## config.mk

```make
export PLATFORM = sky130hd
export DESIGN_NAME = segm_scan_ctrl
export DESIGN_NICKNAME = d
export VERILOG_FILES = /design/src/rtl/segm_scan_ctrl_pkg.sv /design/src/rtl/segm_scan_ctrl_hex2s.sv /design/src/rtl/segm_scan_ctrl.sv
export SDC_FILE = /design/constraint.sdc
export NUM_CORES = 1
export LEC_CHECK = 0
export ABC_CLOCK_PERIOD_IN_PS = 2800
export CAP_MARGIN = 20
export CORE_UTILIZATION = 45
export DETAILED_ROUTE_END_ITERATION = 12
export DONT_BUFFER_PORTS = 1
export PLACE_DENSITY = 0.6
export SYNTH_ARGS = -nofsm -noshare
export SYNTH_HDL_FRONTEND = slang
export SYNTH_SLANG_ARGS = --single-unit
```

## constraint.sdc

```tcl
create_clock -name clk -period 2.8 [get_ports clk]
set_input_delay 0.56 -clock clk [delete_from_list [all_inputs] [get_ports clk]]
set_output_delay 0.56 -clock clk [all_outputs]
set_load 0.005 [all_outputs]
```

## src/rtl/segm_scan_ctrl_pkg.sv

```systemverilog
// Shared definitions for the seven-segment scan controller: blank pattern,
// FSM state encodings and width helpers.
package segm_scan_ctrl_pkg;

  localparam logic [6:0] SEG_BLANK = 7'h7F;

  typedef logic [1:0] state_t;

  localparam state_t ST_IDLE = 2'd0;
  localparam state_t ST_LOAD = 2'd1;
  localparam state_t ST_ON   = 2'd2;
  localparam state_t ST_GAP  = 2'd3;

  function automatic int maxInt(input int a, input int b);
    return (a > b) ? a : b;
  endfunction

  // The timer must be able to hold the longer of the lit and dead phases.
  function automatic int timerWidth(input int clkDiv, input int blankCyc);
    return $clog2(maxInt(clkDiv, blankCyc) + 1);
  endfunction

  function automatic int idxWidth(input int digits);
    return (digits > 1) ? $clog2(digits) : 1;
  endfunction

endpackage

```

## src/rtl/segm_scan_ctrl_hex2s.sv

```systemverilog
// Hex nibble to active-low seven-segment pattern (gfedcba), shared by all digits.
module hex2s
  import segm_scan_ctrl_pkg::*;
(
  input  logic [3:0] hex_i,
  output logic [6:0] seg_o
);

  always_comb begin
    seg_o = SEG_BLANK;
    case (hex_i)
      4'h0: seg_o = 7'b1000000;
      4'h1: seg_o = 7'b1111001;
      4'h2: seg_o = 7'b0100100;
      4'h3: seg_o = 7'b0110000;
      4'h4: seg_o = 7'b0011001;
      4'h5: seg_o = 7'b0010010;
      4'h6: seg_o = 7'b0000010;
      4'h7: seg_o = 7'b1111000;
      4'h8: seg_o = 7'b0000000;
      4'h9: seg_o = 7'b0010000;
      4'hA: seg_o = 7'b0001000;
      4'hB: seg_o = 7'b0000011;
      4'hC: seg_o = 7'b1000110;
      4'hD: seg_o = 7'b0100001;
      4'hE: seg_o = 7'b0000110;
      4'hF: seg_o = 7'b0001110;
      default: seg_o = SEG_BLANK;
    endcase
  end

endmodule

```

## src/rtl/segm_scan_ctrl.sv

```systemverilog
// Time-multiplexed scan controller for a common-anode seven-segment display,
// with per-frame value snapshot, dead-time gaps and leading-zero suppression.
module segm_scan_ctrl
  import segm_scan_ctrl_pkg::*;
#(
  parameter int DIGITS    = 4,
  parameter int CLK_DIV   = 50000,
  parameter int BLANK_CYC = 16
) (
  input  logic                  clk,
  input  logic                  rst,
  input  logic [4*DIGITS-1:0]   value,
  input  logic [DIGITS-1:0]     blank_mask,
  input  logic                  lz_en,
  input  logic                  en,
  output logic [DIGITS-1:0]     an,
  output logic [6:0]            segm,
  output logic                  frame_done
);

  localparam int TW = timerWidth(CLK_DIV, BLANK_CYC);
  localparam int IW = idxWidth(DIGITS);

  localparam logic [TW-1:0] ON_LAST  = TW'(CLK_DIV - 1);
  localparam logic [TW-1:0] GAP_LAST = TW'(BLANK_CYC - 1);
  localparam logic [IW-1:0] IDX_LAST = IW'(DIGITS - 1);

  state_t                state_q, state_d;
  logic [IW-1:0]         idx_q, idx_d;
  logic [TW-1:0]         timer_q, timer_d;
  logic [4*DIGITS-1:0]   snap_q, snap_d;
  logic [DIGITS-1:0]     dark_q, dark_d;
  logic [DIGITS-1:0]     an_q, an_d;
  logic [6:0]            segm_q, segm_d;
  logic                  frameDone_q, frameDone_d;

  logic [DIGITS-1:0]     supp;
  logic                  allZero;
  logic [3:0]            curNibble;
  logic [6:0]            hexSeg;
  logic                  lit;

  // A digit is suppressed when it and every more-significant nibble are zero.
  always_comb begin
    supp    = '0;
    allZero = 1'b1;
    for (int i = DIGITS - 1; i > 0; i--) begin
      allZero = allZero & (value[4*i +: 4] == 4'h0);
      supp[i] = lz_en & allZero;
    end
  end

  assign curNibble = snap_q[{idx_q, 2'b00} +: 4];

  hex2s u_hex2s (
    .hex_i (curNibble),
    .seg_o (hexSeg)
  );

  always_comb begin
    state_d     = state_q;
    idx_d       = idx_q;
    timer_d     = timer_q;
    snap_d      = snap_q;
    dark_d      = dark_q;
    frameDone_d = 1'b0;
    if (!en) begin
      state_d = ST_IDLE;
    end else begin
      case (state_q)
        ST_IDLE: state_d = ST_LOAD;
        ST_LOAD: begin
          snap_d  = value;
          dark_d  = blank_mask | supp;
          idx_d   = '0;
          timer_d = '0;
          state_d = ST_ON;
        end
        ST_ON: begin
          if (timer_q == ON_LAST) begin
            timer_d = '0;
            state_d = ST_GAP;
          end else begin
            timer_d = timer_q + 1'b1;
          end
        end
        ST_GAP: begin
          if (timer_q == GAP_LAST) begin
            timer_d = '0;
            if (idx_q == IDX_LAST) begin
              frameDone_d = 1'b1;
              state_d     = ST_LOAD;
            end else begin
              idx_d   = idx_q + 1'b1;
              state_d = ST_ON;
            end
          end else begin
            timer_d = timer_q + 1'b1;
          end
        end
        default: state_d = ST_IDLE;
      endcase
    end
  end

  // Outputs follow the current state so an and segm always switch together.
  always_comb begin
    lit    = (state_q == ST_ON) && !dark_q[idx_q];
    an_d   = '1;
    segm_d = SEG_BLANK;
    if (lit) begin
      an_d[idx_q] = 1'b0;
      segm_d      = hexSeg;
    end
  end

  always_ff @(posedge clk) begin
    if (rst) begin
      state_q     <= ST_IDLE;
      idx_q       <= '0;
      timer_q     <= '0;
      snap_q      <= '0;
      dark_q      <= '0;
      an_q        <= '1;
      segm_q      <= SEG_BLANK;
      frameDone_q <= 1'b0;
    end else begin
      state_q     <= state_d;
      idx_q       <= idx_d;
      timer_q     <= timer_d;
      snap_q      <= snap_d;
      dark_q      <= dark_d;
      an_q        <= an_d;
      segm_q      <= segm_d;
      frameDone_q <= frameDone_d;
    end
  end

  assign an         = an_q;
  assign segm       = segm_q;
  assign frame_done = frameDone_q;

endmodule

```

==> out/metrics.yaml, run 1 <==
syn_inst: 301
globalplace.congestion: 0.815
dp_slack_ps: 725
grt_max_degree: 30
grtUsageMet2: 0.256
worst_path_max_delay_cell: "mux4_2"
post-route-period-util: 0.751
vias: 2038
ant_nets: 0
syn-cell-area_mm2: 0.00257
hold_violations: 0
p_per_area_mw_per_mm2: 517
syn_nets: 336
postCtsSetupBuffers: 0
die_w_um: 77.5
hp-class: "in -> reg"
syn2layout_area_growth_pct: 4.78
setup_viol: 0
crit_buf_inv: 1
outcome: "finished, final reports clean"
critical_path.max_stage_delay_ps: 630
setup_tns_ps: 0
final_cell_mix: "nand2_1 (60), dfxtp_1 (52), a21oi_1 (32)"
synth_seq_cells: 52
rsz0062_at_grt: "false"
drc: 0
synth_area_leader_cell: "dfxtp_1"
seqCellArea_mm2: 0.00104
maxSlewViolCount: 0
p_leak_nw: 0.860
synth_top_area_frac: 0.406
fin_skew_ps: 9.06
dp.cells: 357
met3_usage: 0.0353
setup_slack_ps: 697
drtPass1Iterations: 4
path_cells: "mux4_2 > inv_1 > ha_1 > mux2i_1 > and3_1 > a31oi_1"
io-pin-count: 36
maxSlewHeadroom: 0.461
placed_area_mm2: 0.00257
finalNonFillerCells: 365
setup.worst_path.class: "reg -> reg"
die_area_mm2: 0.00601
synth_area_per_cell_um2: 8.53
nets: 327
grt_pass1_wl_um: 8870
clockRootBuffer: "clkbuf_8"
antenna_found_initial: 0
worstMarginPinSlew_ps: 803
cap_violations: 0
viasPerCell: 5.58
final_common_cell: "nand2_1"
critical_path.max_fanout: 9
yosys-top-cells-area: "dfxtp_1 (41%), nand2_1 (8.8%), a21oi_1 (6.2%)"
worstSkewPairLatency_ps: 310
wl_per_cell_um: 14.3
nFillCells: 542
dp_hpwl_um: 3670
grt_usage: 0.187
grt_pass1_vias: 1816
cts_inserted_buffers: 5
initialDrtViolationCount: 92
worstPathArrival_ps: 2340
drt_wl_total_um: 5210
start_util: 0.466
io_buffers: 0
dieHeight_um: 77.5
multi_input_area_mm2: 0.00138
cp.required_ps: 3040
start_kind: "flip-flop"
clk_pin_slew_ps: 100
htreeDepth: 2
antennaDiodeCount: 0
core_area_mm2: 0.00551
clk_path_buf_depth: 2
cts_sinks: 52
drive_above_1_share: 0.0819
ctsResizeCount: 0
ir_drop_mv: 0.321
fmax_mhz: 476
crit_family: "multiplexers"
use_met1: 0.289
synthArstFlopShare: 0
hold_ws_ps: 310
cts_hold_buf: 0
overflow: 0
busiest_layer: "met1"
cts_tree: "yes"
min_period_ps: 2100
yosysWarningCount: 0
rows: 27
synth_cell_types: 44
synth_edf_count: 0
fin_area_mm2: 0.00269
ys_seq_area_frac: 0.406
synthFlopType: "dfxtp_1"
end_kind: "flip-flop"
==> logic make-up after synthesis <==
kind of cell    after synthesis  synth area share
compound gates               64             0.158
xor+xnor                      7            0.0239
fa+ha+maj                    11            0.0536
buf+inv                      28            0.0566
flops                        52             0.406
mux                           8            0.0556
simple gates                131             0.247
==> path summary, 6_finish.rpt <==
| check | from | end | slack (ps) | cells past startpoint |
|---|---|---|---|---|
| min reg2reg | dark_q[0] | dark_q[0] | 450 | 2 |
| max | idx_q[1] | segm[3] | 700 | 6 |
| max reg2reg | idx_q[1] | segm[3] | 700 | 6 |
| min | rst | timer_q[8] | 310 | 1 |
==> layout make-up <==
type | count | share of cell area
Clock buffer | 6 | 0.0307
Timing Repair Buffer | 3 | 0.00838
Inverter | 9 | 0.0126
Tap cell | 72 | 0.0335
Clock inverter | 2 | 0.0144
Sequential cell | 52 | 0.387
Multi-Input combinational cell | 221 | 0.513
==> sequential cells by signal (all words and copies together), names as in the netlist <==
name and count:
an 4, dark_q 4, frame_done 1, idx_q 2, segm 7, snap_q 16, state_q 2, timer_q 16
==> per-stage QoR <==
step                utilization  power, mW
finish                    0.488       1.39
global route              0.488       1.45
CTS                       0.488       1.40
detailed placement        0.466      0.861
global placement          0.466      0.861
floorplan                     -      0.852
==> routing by layer <==
layer  up-vias  share of wire
met5         -              0
met4         0         0.0067
met3         5          0.049
met2        47           0.41
met1       933           0.54
li1       1053              -
==> power breakdown <==
group | internal [mW] | switching, mW | total, mW | leakage [nW]
sequential | 0.755 | 0.0117 | 0.766 | 0.421
clock | 0.293 | 0.254 | 0.547 | 0.0614
combinational | 0.0291 | 0.0489 | 0.0780 | 0.377
==> Yosys cell counts (2+ instances only) <==
| cell | n |
|---|---|
| nand2b_1 | 2 |
| mux4_2 | 5 |
| mux2i_1 | 3 |
| or3_1 | 2 |
| clkbuf_1 | 7 |
| buf_4 | 4 |
| xnor2_1 | 4 |
| o21a_1 | 3 |
| nor2b_1 | 2 |
| and3_1 | 2 |
| xor2_1 | 3 |
| o221ai_1 | 5 |
| nor2_1 | 20 |
| o211ai_1 | 2 |
| nand4_1 | 8 |
| nand4b_1 | 3 |
| buf_6 | 2 |
| dfxtp_1 | 52 |
| buf_2 | 5 |
| inv_1 | 9 |
| nor4_1 | 10 |
| a31oi_1 | 5 |
| nand2_1 | 60 |
| o21ai_0 | 9 |
| nand3_1 | 14 |
| a21oi_1 | 32 |
| ha_1 | 11 |
Power figures use the tool's default switching activity.
==> run 2: changes to the inputs <==
- ABC_CLOCK_PERIOD_IN_PS: 2800 -> 1950
- clock period: 2.8 -> 1.95 ns (I/O delays scaled with it)
==> out/metrics.yaml, run 2 (synthesis results as in run 1) <==
outcome: "finished, final reports clean"  # unchanged
crit_start: "idx_q[1]"  # unchanged
worstMarginPinSlew_ps: 482  # was 803 ps
seqCellArea_mm2: 0.00104  # about the same
grt_usage: 0.201  # was 0.187
rows: 27  # unchanged
dp_slack_ps: 107  # was 725 ps
antenna_found_initial: 0  # unchanged
wl_per_cell_um: 14.3  # about the same
reg2reg_slack_ps: 100  # was 700 ps
p_leak_nw: 0.934  # was 0.860 nW
setup_slack_ps: 95.7  # was 697 ps
vias: 2131  # was 2038
setup_viol: 0  # unchanged
globalplace.congestion: 0.811  # was 0.815
hold_ws_ps: 140  # was 310 ps
hp-class: "in -> reg"  # unchanged
drt_wl_total_um: 5460  # was 5210 um
clockRootBuffer: "clkbuf_8"  # unchanged
multi_input_area_mm2: 0.00138  # about the same
finalNonFillerCells: 381  # was 365
start_util: 0.466  # unchanged
ant_nets: 0  # unchanged
final_common_cell: "nand2_1"  # unchanged
core_area_mm2: 0.00551  # unchanged
reg2reg_depth: 6  # unchanged
cp.required_ps: 2140  # was 3040 ps
dp.cells: 371  # was 357
maxSlewViolCount: 0  # unchanged
initialDrtViolationCount: 114  # was 92
fmax_mhz: 539  # was 476 MHz
r2r_end: "segm[5]"  # was segm[3]
maxSlewHeadroom: 0.679  # was 0.461
r2r_start: "idx_q[1]"  # unchanged
drc: 0  # unchanged
ir_drop_mv: 0.302  # was 0.321 mV
dp_hpwl_um: 3910  # was 3670 um
setup_tns_ps: 0  # unchanged
syn2layout_area_growth_pct: 8.87  # was 4.78%
htreeDepth: 2  # unchanged
overflow: 0  # unchanged
worstPathArrival_ps: 2040  # was 2340 ps
io_buffers: 0  # unchanged
post-route-period-util: 0.951  # was 0.751
cts_tree: "yes"  # unchanged
critical_path.max_fanout: 3  # was 9
fin_skew_ps: 15.4  # was 9.06 ps
hold_violations: 0  # unchanged
drive_above_1_share: 0.136  # was 0.0819
antennaDiodeCount: 0  # unchanged
dieHeight_um: 77.5  # unchanged
setup.worst_path.class: "reg -> reg"  # unchanged
nFillCells: 528  # was 542
clk_pin_slew_ps: 100  # about the same
crit_path_end: "segm[5]"  # was segm[3]
end_kind: "flip-flop"  # unchanged
start_kind: "flip-flop"  # unchanged
die_w_um: 77.5  # unchanged
cts_inserted_buffers: 5  # unchanged
cts_sinks: 52  # unchanged
grt_pass1_wl_um: 9550  # was 8870 um
grt_max_degree: 30  # unchanged
nets: 344  # was 327
viasPerCell: 5.59  # was 5.58
clk_path_buf_depth: 2  # unchanged
die_area_mm2: 0.00601  # unchanged
io-pin-count: 36  # unchanged
grt_pass1_vias: 1939  # was 1816
drtPass1Iterations: 4  # unchanged
final_util: 0.507  # was 0.488
min_period_ps: 1850  # was 2100 ps
p_per_area_mw_per_mm2: 665  # was 517 mW/mm2
final_cell_mix: "nand2_1 (60), dfxtp_1 (51), a21oi_1 (32)"  # was nand2_1 (60), dfxtp_1 (52), a21oi_1 (32)
worstSkewPairLatency_ps: 310  # about the same
cap_violations: 0  # unchanged
-- run 2: worst min path at each step --
stage               start          to  slack (ps)  cells after the start
6_report              rst  timer_q[8]         140                      1
2_1_floorplan   snap_q[5]   snap_q[5]         430                      2
4_1_cts               rst  timer_q[8]         130                      1
3_5_place_dp   snap_q[12]  snap_q[12]         440                      2
5_1_grt               rst  timer_q[8]         120                      1
3_3_place_gp    snap_q[6]   snap_q[6]         440                      2
-- run 2: worst max-delay path: stages, from the launching register on --
cell	delay (ps)
dfxtp_1	400
mux4_2	560
buf_4	170
ha_1	220
nor2b_1	140
a21oi_1	120
o221ai_1	120
-- run 2: final cells by class --
class / count / share of cell area
sequential: 52 / 0.373
multi-input combinational: 221 / 0.495
tap: 72 / 0.0322
clock inverter: 1 / 0.00313
timing repair buffer: 20 / 0.0551
inverter: 9 / 0.0121
clock buffer: 6 / 0.0296
-- run 2: per-stage QoR --
stage / instance area (um2) / power [mW]
2_1_floorplan: 2570 / 1.22
6_report: 2790 / 1.86
3_3_place_gp: 2670 / 1.24
5_1_grt: 2790 / 1.96
3_5_place_dp: 2670 / 1.25
4_1_cts: 2760 / 1.88
-- run 2: timing repair --
| item | CTS | global route |
|---|---|---|
| hold buffers | 0 | 0 |
| endpoints found under the setup margin | 0 | 2 |
| buffers inserted | 0 | 3 |
| resized for setup | 0 | 4 |
-- run 2: power by group --
group / switching, mW / internal, mW
Clock: 0.348 / 0.284
Combinational: 0.0740 / 0.0522
Sequential: 0.0154 / 1.08
-- run 2: routing by layer --
metal,vias to the layer above,part of all wire,global-route usage
met5,-,0,0
met4,0,0.0090,0.0566
met1,985,0.49,0.291
met3,4,0.058,0.0447
met2,60,0.44,0.296
li1,1082,-,-
